$ cat config.mk
export PLATFORM = sky130hd
export DESIGN_NAME = c3d_pll_seq
export DESIGN_NICKNAME = d
export VERILOG_FILES = /design/src/rtl/c3d_pll_seq_pkg.sv /design/src/rtl/c3d_sync2.sv /design/src/rtl/c3d_pll_seq.sv
export SDC_FILE = /design/constraint.sdc
export NUM_CORES = 1
export LEC_CHECK = 0
export BUFFER_PORTS_ARGS = -buffer_cell sky130_fd_sc_hd__buf_2
export CORE_MARGIN = 2
export CORE_UTILIZATION = 60
export DETAILED_ROUTE_END_ITERATION = 6
export PLACE_DENSITY = 0.79
export SLEW_MARGIN = 25
export SYNTH_ARGS = -nofsm -noshare
export SYNTH_HDL_FRONTEND = slang
export SYNTH_SLANG_ARGS = --single-unit
$ cat constraint.sdc
create_clock -name clk -period 4 [get_ports clk]
set_clock_uncertainty 0.1 [all_clocks]
set_input_delay 0.8 -clock clk [delete_from_list [all_inputs] [get_ports clk]]
set_output_delay 0.8 -clock clk [all_outputs]
set_load 0.03 [all_outputs]
$ cat src/rtl/c3d_pll_seq_pkg.sv
// c3d_pll_seq_pkg: shared types and constants for the two-PLL reset/lock sequencer.
package c3d_pll_seq_pkg;

  // Sequencer states; the encodings are visible on the debug STATE port.
  typedef enum logic [2:0] {
    S_RESET_PLL0 = 3'd0,
    S_WAIT_LOCK0 = 3'd1,
    S_RESET_PLL1 = 3'd2,
    S_WAIT_LOCK1 = 3'd3,
    S_RELEASE    = 3'd4,
    S_RUN        = 3'd5,
    S_FAILED     = 3'd6
  } pll_state_e;

  // Width of the per-PLL retry counter.
  localparam int RETRY_W = 3;

endpackage

$ cat src/rtl/c3d_sync2.sv
// c3d_sync2: two-flop synchronizer for an asynchronous level input (latency 2).
module c3d_sync2 (
  input  logic clk,
  input  logic rst_n,
  input  logic d,
  output logic q
);

  logic meta_reg;
  logic sync_reg;

  // Two back-to-back flops resolve metastability before the value is used.
  always_ff @(posedge clk or negedge rst_n) begin
    if (!rst_n) begin
      meta_reg <= 1'b0;
      sync_reg <= 1'b0;
    end else begin
      meta_reg <= d;
      sync_reg <= meta_reg;
    end
  end

  assign q = sync_reg;

endmodule

$ cat src/rtl/c3d_pll_seq.sv
// c3d_pll_seq: brings PLL0 then PLL1 out of reset, qualifies each LOCKED for
// stability, retries on lock timeout and releases the system and memory
// domain resets in order. Runs on the free-running reference clock.
// Optional macro C3D_PLL_SEQ_LOCKMON_EN enables loss-of-lock monitoring in
// RUN; without it RUN is terminal until RESTART or rst_n.
module c3d_pll_seq
  import c3d_pll_seq_pkg::*;
#(
  parameter int RST_HOLD_CYC     = 64,
  parameter int LOCK_STABLE_CYC  = 1024,
  parameter int LOCK_TIMEOUT_CYC = 65536,
  parameter int MAX_RETRY        = 7,
  parameter int MEM_DELAY_CYC    = 16,
  parameter int CNT_W            = 17
) (
  input  logic               clk,
  input  logic               rst_n,
  input  logic               pll0_lock,
  input  logic               pll1_lock,
  input  logic               restart,
  output logic               pll0_rst,
  output logic               pll1_rst,
  output logic               sys_rst_n,
  output logic               mem_rst_n,
  output logic               ready,
  output logic               fail,
  output logic [RETRY_W-1:0] retry_cnt,
  output logic [2:0]         state
);

  localparam logic [CNT_W-1:0]   HOLD_LAST    = CNT_W'(RST_HOLD_CYC - 1);
  localparam logic [CNT_W-1:0]   STABLE_LAST  = CNT_W'(LOCK_STABLE_CYC - 1);
  localparam logic [CNT_W-1:0]   TIMEOUT_LAST = CNT_W'(LOCK_TIMEOUT_CYC - 1);
  localparam logic [CNT_W-1:0]   MEM_LAST     = CNT_W'(MEM_DELAY_CYC - 1);
  localparam logic [RETRY_W-1:0] RETRY_MAX    = RETRY_W'(MAX_RETRY);
  localparam logic [CNT_W-1:0]   CNT_ONE      = CNT_W'(1);

  logic lock0_s;
  logic lock1_s;

  pll_state_e         state_reg;
  logic [CNT_W-1:0]   cnt_reg;
  logic [CNT_W-1:0]   stable_reg;
  logic [RETRY_W-1:0] retry_reg;
  logic               fail_reg;
  logic               started_reg;
  logic               pll0_rst_reg;
  logic               pll1_rst_reg;
  logic               sys_rst_n_reg;
  logic               mem_rst_n_reg;
  logic               ready_reg;

  c3d_sync2 u_sync_lock0 (
    .clk   (clk),
    .rst_n (rst_n),
    .d     (pll0_lock),
    .q     (lock0_s)
  );

  c3d_sync2 u_sync_lock1 (
    .clk   (clk),
    .rst_n (rst_n),
    .d     (pll1_lock),
    .q     (lock1_s)
  );

  // Sequencer FSM with registered outputs. sys_rst_n is only written where it
  // must change, so a re-lock of PLL1 entered from RUN keeps the system domain
  // out of reset while the memory domain is held.
  always_ff @(posedge clk or negedge rst_n) begin
    if (!rst_n) begin
      state_reg     <= S_RESET_PLL0;
      cnt_reg       <= '0;
      stable_reg    <= '0;
      retry_reg     <= '0;
      fail_reg      <= 1'b0;
      started_reg   <= 1'b0;
      pll0_rst_reg  <= 1'b1;
      pll1_rst_reg  <= 1'b1;
      sys_rst_n_reg <= 1'b0;
      mem_rst_n_reg <= 1'b0;
      ready_reg     <= 1'b0;
    end else if (restart || !started_reg) begin
      // The first edge after reset release is treated as the entry edge of
      // RESET_PLL0, so the PLL reset is held for the full hold time after
      // rst_n rises; RESTART takes the identical path.
      state_reg     <= S_RESET_PLL0;
      cnt_reg       <= '0;
      stable_reg    <= '0;
      retry_reg     <= '0;
      fail_reg      <= 1'b0;
      started_reg   <= 1'b1;
      pll0_rst_reg  <= 1'b1;
      pll1_rst_reg  <= 1'b1;
      sys_rst_n_reg <= 1'b0;
      mem_rst_n_reg <= 1'b0;
      ready_reg     <= 1'b0;
    end else begin
      case (state_reg)
        S_RESET_PLL0: begin
          if (cnt_reg == HOLD_LAST) begin
            state_reg    <= S_WAIT_LOCK0;
            cnt_reg      <= '0;
            stable_reg   <= '0;
            pll0_rst_reg <= 1'b0;
          end else begin
            cnt_reg <= cnt_reg + CNT_ONE;
          end
        end

        S_WAIT_LOCK0: begin
          if (lock0_s && stable_reg == STABLE_LAST) begin
            state_reg    <= S_RESET_PLL1;
            cnt_reg      <= '0;
            stable_reg   <= '0;
            retry_reg    <= '0;
            pll1_rst_reg <= 1'b1;
          end else if (cnt_reg == TIMEOUT_LAST) begin
            cnt_reg    <= '0;
            stable_reg <= '0;
            if (retry_reg < RETRY_MAX) begin
              state_reg    <= S_RESET_PLL0;
              retry_reg    <= retry_reg + 1'b1;
              pll0_rst_reg <= 1'b1;
            end else begin
              state_reg    <= S_FAILED;
              fail_reg     <= 1'b1;
              pll0_rst_reg <= 1'b1;
              pll1_rst_reg <= 1'b1;
            end
          end else begin
            cnt_reg    <= cnt_reg + CNT_ONE;
            stable_reg <= lock0_s ? stable_reg + CNT_ONE : '0;
          end
        end

        S_RESET_PLL1: begin
          pll0_rst_reg <= 1'b0;
          if (cnt_reg == HOLD_LAST) begin
            state_reg    <= S_WAIT_LOCK1;
            cnt_reg      <= '0;
            stable_reg   <= '0;
            pll1_rst_reg <= 1'b0;
          end else begin
            cnt_reg <= cnt_reg + CNT_ONE;
          end
        end

        S_WAIT_LOCK1: begin
          if (lock1_s && stable_reg == STABLE_LAST) begin
            state_reg     <= S_RELEASE;
            cnt_reg       <= '0;
            stable_reg    <= '0;
            retry_reg     <= '0;
            sys_rst_n_reg <= 1'b1;
          end else if (cnt_reg == TIMEOUT_LAST) begin
            cnt_reg    <= '0;
            stable_reg <= '0;
            if (retry_reg < RETRY_MAX) begin
              state_reg    <= S_RESET_PLL1;
              retry_reg    <= retry_reg + 1'b1;
              pll1_rst_reg <= 1'b1;
            end else begin
              state_reg     <= S_FAILED;
              fail_reg      <= 1'b1;
              pll0_rst_reg  <= 1'b1;
              pll1_rst_reg  <= 1'b1;
              sys_rst_n_reg <= 1'b0;
              mem_rst_n_reg <= 1'b0;
            end
          end else begin
            cnt_reg    <= cnt_reg + CNT_ONE;
            stable_reg <= lock1_s ? stable_reg + CNT_ONE : '0;
          end
        end

        S_RELEASE: begin
          sys_rst_n_reg <= 1'b1;
          if (cnt_reg == MEM_LAST) begin
            state_reg     <= S_RUN;
            cnt_reg       <= '0;
            mem_rst_n_reg <= 1'b1;
            ready_reg     <= 1'b1;
          end else begin
            cnt_reg <= cnt_reg + CNT_ONE;
          end
        end

        S_RUN: begin
          retry_reg <= '0;
`ifdef C3D_PLL_SEQ_LOCKMON_EN
          // Losing PLL0 takes everything down; losing only PLL1 holds just
          // the memory domain while PLL1 is re-sequenced.
          if (!lock0_s) begin
            state_reg     <= S_RESET_PLL0;
            cnt_reg       <= '0;
            stable_reg    <= '0;
            pll0_rst_reg  <= 1'b1;
            pll1_rst_reg  <= 1'b1;
            sys_rst_n_reg <= 1'b0;
            mem_rst_n_reg <= 1'b0;
            ready_reg     <= 1'b0;
          end else if (!lock1_s) begin
            state_reg     <= S_RESET_PLL1;
            cnt_reg       <= '0;
            stable_reg    <= '0;
            pll1_rst_reg  <= 1'b1;
            mem_rst_n_reg <= 1'b0;
            ready_reg     <= 1'b0;
          end
`endif
        end

        S_FAILED: begin
          fail_reg      <= 1'b1;
          pll0_rst_reg  <= 1'b1;
          pll1_rst_reg  <= 1'b1;
          sys_rst_n_reg <= 1'b0;
          mem_rst_n_reg <= 1'b0;
          ready_reg     <= 1'b0;
        end

        default: begin
          state_reg     <= S_RESET_PLL0;
          cnt_reg       <= '0;
          stable_reg    <= '0;
          pll0_rst_reg  <= 1'b1;
          pll1_rst_reg  <= 1'b1;
          sys_rst_n_reg <= 1'b0;
          mem_rst_n_reg <= 1'b0;
          ready_reg     <= 1'b0;
        end
      endcase
    end
  end

  assign pll0_rst  = pll0_rst_reg;
  assign pll1_rst  = pll1_rst_reg;
  assign sys_rst_n = sys_rst_n_reg;
  assign mem_rst_n = mem_rst_n_reg;
  assign ready     = ready_reg;
  assign fail      = fail_reg;
  assign retry_cnt = retry_reg;
  assign state     = state_reg;

endmodule

; Word-level counts from Yosys, hierarchy flattened
; Cells that the tools add are included.
[word_totals]
reg_bits = 51
in_bits = 5
[classes]
add_sub_neg = 3
order_cmp = 1
eq_ne = 29
muxes = 62
n_reduce_logical = 22
[ops]
columns = cell, n
row1 = two-way mux 17 bit, 14
row2 = case mux 17 bit (5 select lines), 1
row3 = case mux 17 bit (4 select lines), 1
row4 = two-way mux 3 bit, 15
row5 = adder 17 x 1 -> 17 bit (second input constant), 2
row6 = != test 3 bit (second input constant), 8
row7 = two-way mux 1 bit, 23
row8 = case mux 3 bit (6 select lines), 1
row9 = equality test 17 x 10 -> 1 bit (second input constant), 1
row10 = equality test 17 x 16 -> 1 bit (second input constant), 1
row11 = equality test 17 x 4 -> 1 bit (second input constant), 1
row12 = equality test 17 x 6 -> 1 bit (second input constant), 1
row13 = != test 4 bit (second input constant), 4
row14 = != test 2 x 1 -> 1 bit (second input constant), 6
row15 = AND reduction 6 bit, 2
row16 = equality test 3 bit (second input constant), 3
row17 = case mux 1 bit (3 select lines), 3
row18 = case mux 3 bit (3 select lines), 1
row19 = nonzero test 4 bit, 2
row20 = AND reduction 7 bit, 1
row21 = equality test 3 x 2 -> 1 bit (second input constant), 2
row22 = AND reduction 3 bit, 2
row23 = OR reduction 2 bit, 3
row24 = OR reduction 3 bit, 2
row25 = 15 further kinds, 17

; Longest topological paths before layout
; Gate-level depths: netlist of run 1.
[depth]
ltp_word = 6
depth_mapped = 13

; By module
; A second synthesis of run 1 with hierarchy kept.
[unflattened]
hier_cells = 345
hier_area_um2 = 3016.6
[by_module_without_submodules]
columns = mod, instances, cells_per_inst, area_each_um2
row1 = c3d_pll_seq, 1, 341, 2916.5
row2 = c3d_sync2, 2, 2, 50.0

; Worst setup path after synthesis of run 1
; No wires, ideal clock.
[synth_path]
kind = reg2reg
start = reg cnt_reg[0]
end = reg state_reg[1], in the netlist state[1]
setup_ns = 0.095
arrival_ns = 2.529
t_required_ns = 3.805
path_slack_ns = 1.276
stages_incl_launch_ff = 13
cell_sequence = dfrtp_1 -> ha_1 -> nand3_1 -> nor3_1 -> nand4_1 -> inv_1 -> ha_1 -> clkbuf_1 -> or3_1 -> nor2_1 -> clkbuf_1 -> a211oi_1 -> o32ai_2
[synth_between]
elab_chain_len = 3
word_cells_on_any_way = 9
classes_between = 8 x eq/ne / 1 x reduce/logical
[synth_lines]
columns = element, line
row1 = from (decl), c3d_pll_seq.sv:42  ; logic [CNT_W-1:0] cnt_reg;
row2 = from (signal assigned), c3d_pll_seq.sv:107  ; cnt_reg <= cnt_reg + CNT_ONE;
row3 = from (signal assigned), c3d_pll_seq.sv:132  ; cnt_reg <= cnt_reg + CNT_ONE;
row4 = from (signal assigned), c3d_pll_seq.sv:145  ; cnt_reg <= cnt_reg + CNT_ONE;
row5 = equality test 17 x 16 -> 1 bit (tied with other cells), "c3d_pll_seq.sv:118, c3d_pll_seq.sv:156"
row6 = != test 4 bit (no line) or != test 3 bit (tied branches), n/a
row7 = AND reduction 6 bit (no line) (*), n/a
row8 = to (signal assigned), c3d_pll_seq.sv:122  ; state_reg <= S_RESET_PLL0;
row9 = to (signal assigned), c3d_pll_seq.sv:126  ; state_reg <= S_FAILED;
row10 = to (signal assigned), c3d_pll_seq.sv:160  ; state_reg <= S_RESET_PLL1;
row11 = to (decl), c3d_pll_seq.sv:41  ; pll_state_e state_reg;
; Mark *: on every way between the ends. The rest lies on a longest branch, timed or not.
; A chain may end at the register's enable or synchronous reset.

; Final worst setup path of run 1
[layout_path]
start = reg cnt_reg[0]
end = reg cnt_reg[4]
[layout_between]
elab_chain_len = 5
word_cells_on_any_way = 11
classes_between = 1 x add/sub / 3 x eq/ne / 7 x mux
[layout_lines]
columns = element, line
row1 = adder 17 x 1 -> 17 bit or equality test 17 x 16 -> 1 bit (tied branches), n/a
row2 = two-way mux 17 bit, "c3d_pll_seq.sv:118, c3d_pll_seq.sv:156"
row3 = "two-way mux 17 bit, on equally long branches", "c3d_pll_seq.sv:150, c3d_pll_seq.sv:112"
row4 = case mux 17 bit (5 select lines) (*), c3d_pll_seq.sv:99  ; case (state_reg)
row5 = two-way mux 17 bit (*), c3d_pll_seq.sv:83  ; end else if (restart || !started_reg) begin
; Marks and branches as above.

==> results by group, run 1 <==
Status
  • Status: finished with violations
  • Failing checks: design-rule violations

Floorplan
  • Die footprint: about 0.0055 mm^2
  • Rows: 25
  • Die width: ~74 um
  • Initial core utilization: 0.625
  • # IOs: 17
  • Die H: approximately 74 um
  • Core Region: 0.00472 mm^2

Logic synthesis
  • Sequential area share after synthesis: 0.433
  • Cell Area, Synth: roughly 0.003 mm^2
  • Cells after Synth: between 300 and 400
  • Post-synth EDFFs: 0
  • Mux contribution to synthesized area: 0.0102
  • Synth Flop Type: dfrtp_1
  • Ys async rst share: 1.00
  • Largest family of logic cells by synthesized area: simple AND/OR/NAND/NOR gates
  • Post-Synth XOR/XNOR Area: 0.0208
  • Syn. warnings: 0
  • Synth Area in Simple Gates: 0.267
  • Most common cell in the netlist: dfrtp_1
  • Count of cell types in the netlist: 60
  • Syn_area_per_cell: 8.76 um^2
  • Compound-cell area share of the yosys netlist: 0.221
  • Post-Synth Adder-Cell Area: 0.0212
  • Cell taking the most area after synthesis: dfrtp_1
  • #FFs+latches synth: 51
  • Area fraction of the dominant cell type after synthesis: 0.415
  • Most frequent cells after synthesis: 49 x dfrtp_1, 44 x nand2_1, 28 x nor2_1
  • Synthesized Nets: roughly 350
  • Area contributors post-synth: dfrtp_1 42%, nand2_1 5.6%, o21ai_1 3.9%

Critical path
  • Worst-path fanout max: 11
  • Element type at the critical path start: flip-flop
  • RR Startpoint: cnt_reg[0]$_DFFE_PN0N_
  • Req. time, crit path: slightly above 4 ns
  • R2r worst-path depth: 11
  • Endpoint class of the critical path: flip-flop
  • Critical R2R Capture: cnt_reg[4]$_DFFE_PN0N_
  • Reg2Reg Setup Slack: about 0.7 ns
  • Setup CP Type: reg2reg
  • Crit path DAT: 3.38 ns

Routing
  • Vias: between 2,000 and 3,000
  • Met3 WL: around 350 um
  • Met2 wire len: roughly 3400 um
  • M1 wire length: between 3000 and 4000 um
  • Drt first-iter violations: about 400
  • Uppermost routed layer: met4
  • Vias per cell: 6.42
  • DR DRC count: 2
  • Total Wirelength: roughly 7000 um
  • Routed wire per std cell: roughly 17 um
  • Drt pass-1 iters: 7
  • Post-route ant nets: 0

Clocking
  • H-tree depth: 2
  • Setup Buffers After CTS: 0
  • Hold_buf cts: 0
  • CTS Buf Count: 5
  • TritonCTS clock tree: yes
  • Clock root buffer: clkbuf_8
  • PostCTS Resize Cnt: 0
  • Skew-Pair Late Insertion Delay: approximately 0.31 ns
  • CTS Sinks: roughly 50
  • Clock Path Buffers: 2
  • Clock slew at reported path FFs: approximately 0.10 ns

STA
  • Fin crit share: 0.828
  • Min Tclk post-route: 3.31 ns
  • Setup TNS: 0 ns
  • Worst-Margin Slew: about 0.75 ns
  • Count of final hold-check violations: 0
  • Final setup viols: 0
  • Peak Freq: between 300 and 400 MHz
  • Max-slew violation count: 0
  • Slew headroom: 0.494
  • RSZ-0062 raised after global routing: no

GRT
  • First-pass GRT wire length: 11,600 um
  • Vias in the first global route: around 2,500
  • Largest net degree at the start of global routing: 31
  • Global-route usage over all layers: 0.274
  • Initial antenna violation count: 0
  • Total grt overflow: 0

Layout
  • Share of layout cells above drive strength 1: 0.115
  • Diodes inserted: 0
  • Layout area overhead: 8.31%
  • NumNets Final: approximately 360

Worst hold path
  • Hold Path Depth: 0
  • Hold_sp: u_sync_lock0.meta_reg$_DFF_PN0_
  • Hold endpoint: u_sync_lock0.q$_DFF_PN0_
  • Hold WC Path Type: reg2reg

Place
  • DP Wirelength: roughly 4800 um
  • GP Congestion: 0.860
  • Port bufs: 16

Power
  • Tot Pwr: 0.944 mW
  • Power Density: between 200 and 300 mW/mm^2
  • Lkg Pwr: about 1.3 nW
  • Peak VDD IR: 0.198 mV

Run
  • Max-cap violations: 0
## per-stage QoR
step / cells / setup WS (ns) / hold slack [ns] / cell area [um^2] / utilization
after floorplan: 337 / 1.28 / 0.231 / 2950 / -
after global placement: 408 / 0.934 / 0.236 / 3080 / 0.651
after detailed placement: 408 / 0.804 / 0.236 / 3080 / 0.651
after CTS: 416 / 0.735 / 0.259 / 3200 / 0.677
after global routing: 416 / 0.417 / 0.265 / 3200 / 0.677
final: 416 / 0.689 / 0.258 / 3200 / 0.677
## worst max-delay path: stages (launching register included)
cell     delay, ns
dfrtp_1       0.40
ha_1          0.21
nand3_1       0.23
nor3_1        0.45
nand4_1       0.19
inv_1         0.10
ha_1          0.36
or3_1         0.26
nor2_1        0.13
buf_4         0.21
nor2_1        0.39
o32ai_1       0.15
## per-layer routing
metal	global-route usage	up-vias
met2	0.441	101
li1	-	1283
met3	0.0474	10
met5	0	-
met4	0.0828	0
met1	0.382	1278
## area by class of cell
class,count,area [um^2]
Clock buffer,6,82.6
Clock inverter,2,38.8
Fill cell,377,1530
Inverter,5,18.8
Multi-Input combinational cell,267,1600
Sequential cell,51,1280
Tap cell,67,83.8
Timing Repair Buffer,18,95.1
## where the power goes
group          internal, mW  total (mW)  switching, mW  leakage (nW)
sequential            0.519       0.521        0.00241         0.693
clock                 0.206       0.388          0.182        0.0618
combinational       0.00775      0.0355         0.0278         0.552
total                 0.733       0.944          0.212          1.31
## worst max-delay path by stage
stage	startpoint	endpoint	depth (start not counted)
floorplan	cnt_reg[0]$_DFFE_PN0N_	state[1]$_DFFE_PN0P_	12
global placement	cnt_reg[0]$_DFFE_PN0N_	cnt_reg[12]$_DFFE_PN0N_	11
detailed placement	cnt_reg[0]$_DFFE_PN0N_	cnt_reg[14]$_DFFE_PN0N_	11
CTS	cnt_reg[0]$_DFFE_PN0N_	cnt_reg[14]$_DFFE_PN0N_	11
global route	cnt_reg[0]$_DFFE_PN0N_	cnt_reg[12]$_DFFE_PN0N_	11
finish	cnt_reg[0]$_DFFE_PN0N_	cnt_reg[4]$_DFFE_PN0N_	11
## layout by cell type (no fill, tap or decap), drive strengths merged, types with 7 or more instances in the layout
| cell | n |
|---|---|
| nor4 | 8 |
| o21ai | 36 |
| a21oi | 10 |
| buf | 18 |
| nor2 | 28 |
| o22ai | 8 |
| o31ai | 7 |
| and3 | 12 |
| nor3 | 13 |
| nand4 | 8 |
| nand2 | 44 |
| dfrtp | 49 |
| nand3 | 22 |
| xor2 | 7 |
## cell families after synthesis
kind of cell / count (synthesis)
AO/OA/AOI/OAI: 96
XOR/XNOR: 7
adder cells (fa/ha/maj): 5
buffers and inverters: 19
flip-flops: 51
multiplexers: 3
other: 1
AND/OR/NAND/NOR: 155
No activity file was read; power rests on OpenSTA's default activity.
==> run 2, diff against run 1 <==
--- a/config.mk
+++ b/config.mk
@@ -7,9 +7,9 @@
 export LEC_CHECK = 0
 export BUFFER_PORTS_ARGS = -buffer_cell sky130_fd_sc_hd__buf_2
 export CORE_MARGIN = 2
-export CORE_UTILIZATION = 60
+export CORE_UTILIZATION = 55
 export DETAILED_ROUTE_END_ITERATION = 6
-export PLACE_DENSITY = 0.79
+export PLACE_DENSITY = 0.76
 export SLEW_MARGIN = 25
 export SYNTH_ARGS = -nofsm -noshare
 export SYNTH_HDL_FRONTEND = slang
==> constraint.sdc (replaced) <==
create_clock -name clk -period 2.9 [get_ports clk]
set_clock_uncertainty 0.1 [all_clocks]
set_input_delay 0.58 -clock clk [delete_from_list [all_inputs] [get_ports clk]]
set_output_delay 0.58 -clock clk [all_outputs]
set_load 0.03 [all_outputs]
==> run 2 against run 1 <==
Effect of this change:
- the flow now finishes without violations
- worst setup slack got worse by 0.48 ns
- sequential power grew 38%
- fmax grew 23%
- largest cell class unchanged
- largest power group unchanged
==> results by group, run 2 (synthesized netlist as in run 1, its figures left out) <==
Routing
  • Met3 WL: 463 um (+32%)
  • M1 wire length: 3230 um (+3.8%)
  • Total Wirelength: 7070 um (+2.3%)
  • Met2 wire len: 3290 um (-2.1%)
  • Drt pass-1 iters: 5 (-2)
  • Uppermost routed layer: met4
  • Vias: 2,746 (+2.8%)
  • Post-route ant nets: 0 (unchanged)
  • Routed wire per std cell: 16.4 um (-1.2%)
  • Drt first-iter violations: 242 (-39%)
  • Vias per cell: 6.37 (-0.81%)
  • DR DRC count: 0 (-2)

GRT
  • Global-route usage over all layers: 0.246 (-0.0279)
  • Vias in the first global route: 2,513 (+1.8%)
  • Largest net degree at the start of global routing: 36 (+16%)
  • Total grt overflow: 0 (unchanged)
  • First-pass GRT wire length: 12,000 um (+2.7%)
  • Initial antenna violation count: 0 (unchanged)

Clocking
  • H-tree depth: 2 (unchanged)
  • Clock slew at reported path FFs: 0.10 ns (about the same)
  • Skew-Pair Late Insertion Delay: 0.30 ns (about the same)
  • TritonCTS clock tree: yes
  • Clock Path Buffers: 2 (unchanged)
  • CTS Buf Count: 5 (unchanged)
  • Setup Buffers After CTS: 0 (unchanged)
  • Clock root buffer: clkbuf_8
  • CTS Sinks: 51 (unchanged)

Place
  • GP Congestion: 0.994 (+16%)
  • Port bufs: 16 (unchanged)
  • DP Wirelength: 4910 um (+2.8%)

STA
  • Max-slew violation count: 0 (unchanged)
  • Final Hold Slack: 0.245 ns (-0.0131 ns)
  • Slew headroom: 0.485 (-0.00852)
  • RSZ-0062 raised after global routing: no
  • Final setup viols: 0 (unchanged)
  • Count of final hold-check violations: 0 (unchanged)
  • Worst-Margin Slew: 0.772 ns (+0.0186 ns)
  • Fin crit share: 0.927 (+0.0989)
  • Peak Freq: 372 MHz (+23%)
  • Min Tclk post-route: 2.69 ns (-0.624 ns)
  • Setup TNS: 0 ns (unchanged)

Layout
  • Diodes inserted: 0 (unchanged)
  • Layout area overhead: 11.9%
  • Share of layout cells above drive strength 1: 0.155 (+0.0405)
  • Sequential cell area: 0.00128 mm^2 (unchanged)
  • Multi-input gate area: 0.00163 mm^2 (+1.8%)
  • Commonest non-fill, non-tap cell in the layout: dfrtp_1
  • NumNets Final: 370 (+3.4%)
  • FILL cells: 433 (+15%)
  • Most frequent cells in the layout: 49 x dfrtp_1, 44 x nand2_1, 26 x nor2_1, 23 x o21ai_1, 21 x nand3_1

Critical path
  • Critical R2R Capture: cnt_reg[8]$_DFFE_PN0N_
  • CP delay by family, top: simple AND/OR/NAND/NOR gates
  • Reg2Reg Setup Slack: 0.21 ns (-0.48 ns)
  • Endpoint class of the critical path: flip-flop
  • Setup CP Type: reg2reg
  • RR Startpoint: cnt_reg[0]$_DFFE_PN0N_
  • Req. time, crit path: 3.01 ns (-1.06 ns)
  • R2r worst-path depth: 10 (-1)
  • Crit path DAT: 2.80 ns (-0.58 ns)
  • Worst-path fanout max: 7 (-4)
  • Max incr delay on CP: 0.51 ns (+0.06 ns)
  • Max stage delay cell, worst path: or3_1
  • Element type at the critical path start: flip-flop
  • Most frequent cell on the critical path: ha_1
  • CP Cell Sequence: ha_1 -> nand3_1 -> nor3_2 -> nand4_1 -> inv_1 -> ha_1 -> or3_1 -> o21ai_1 -> nor2_4 -> nor3_1
  • Crit path buffers/inverters: 1 (-1)

Power
  • Lkg Pwr: 1.36 nW (+4.0%)
  • Logic pwr share: 0.044 (+0.006)
  • Int Pwr: 0.948 mW (+29%)
  • Peak VDD IR: 0.352 mV (+78%)
  • Clock power frac: 0.372 (-0.038)
  • Power Density: 373 mW/mm^2 (+26%)
  • Sw frac: 0.230 (+0.00590)
  • Tot Pwr: 1.23 mW (+30%)
  • Part of the power in registers: 0.584 (+0.032)
  • Psw: 0.283 mW (+34%)

Status
  • Status: finished clean

Floorplan
  • # IOs: 17 (unchanged)
  • Die width: 77.3 um (+4.2%)
  • Core Region: 0.00514 mm^2 (+8.8%)
  • Die H: 77.3 um (+4.2%)
  • Rows: 26 (+4.0%)
  • Initial core utilization: 0.574 (-0.0507)
  • Die footprint: 0.00597 mm^2 (+8.6%)

Run
  • Max-cap violations: 0 (unchanged)

Worst hold path
  • Hold WC Path Type: in2async
-- run 2: cell count changes in the layout (fill, tap and decap cells not counted), sizes merged --
cell and change:
clkbuf +1, clkinvlp +1, buf +12, inv -1, bufinv -1
-- run 2: area by class of cell --
type,count,share of cell area
multi-input combinational,267,0.493
clock inverter,1,0.00227
inverter,5,0.00568
timing repair buffer,30,0.0561
sequential,51,0.387
clock buffer,7,0.0292
tap,70,0.0265
-- run 2: routing by layer --
metal | up-vias | GRT usage
met5 | - | 0
met1 | 1304 | 0.359
met4 | 0 | 0.0732
met3 | 10 | 0.0482
li1 | 1298 | -
met2 | 134 | 0.371
-- run 2: power groups by stage --
stage               Combinational (mW)  Sequential, mW  Clock, mW
global placement                0.0531           0.733          0
detailed placement              0.0539           0.733          0
finish                          0.0541           0.719      0.458
CTS                             0.0540           0.719      0.468
global route                    0.0612           0.720      0.492
floorplan                       0.0239           0.732          0
-- run 2: how the worst max path moves through the flow --
stage / cells after the start / end / start / slack (ns)
after floorplan: 12 / state[1]$_DFFE_PN0P_ / cnt_reg[0]$_DFFE_PN0N_ / 0.18
after global placement: 10 / cnt_reg[4]$_DFFE_PN0N_ / cnt_reg[0]$_DFFE_PN0N_ / 0.23
after detailed placement: 10 / cnt_reg[4]$_DFFE_PN0N_ / cnt_reg[0]$_DFFE_PN0N_ / 0.16
after CTS: 10 / cnt_reg[4]$_DFFE_PN0N_ / cnt_reg[0]$_DFFE_PN0N_ / 0.09
after global routing: 11 / stable_reg[14]$_DFFE_PN0P_ / cnt_reg[0]$_DFFE_PN0N_ / 0.01
final: 10 / cnt_reg[8]$_DFFE_PN0N_ / cnt_reg[0]$_DFFE_PN0N_ / 0.21
-- run 2: per-stage QoR --
stage	util	setup WS (ns)	instances	cell area, um^2
3_5_place_dp	0.617	0.164	423	3170
5_1_grt	0.642	0.0108	431	3300
4_1_cts	0.637	0.0895	431	3270
2_1_floorplan	-	0.176	337	2950
3_3_place_gp	0.617	0.234	423	3170
6_report	0.642	0.213	431	3300
-- run 2: repair_timing --
action / CTS / global route
hold endpoints to repair: 0 / 0
hold buffers: 0 / 0
setup endpoints to repair: 0 / 22
resized for setup: 0 / 7
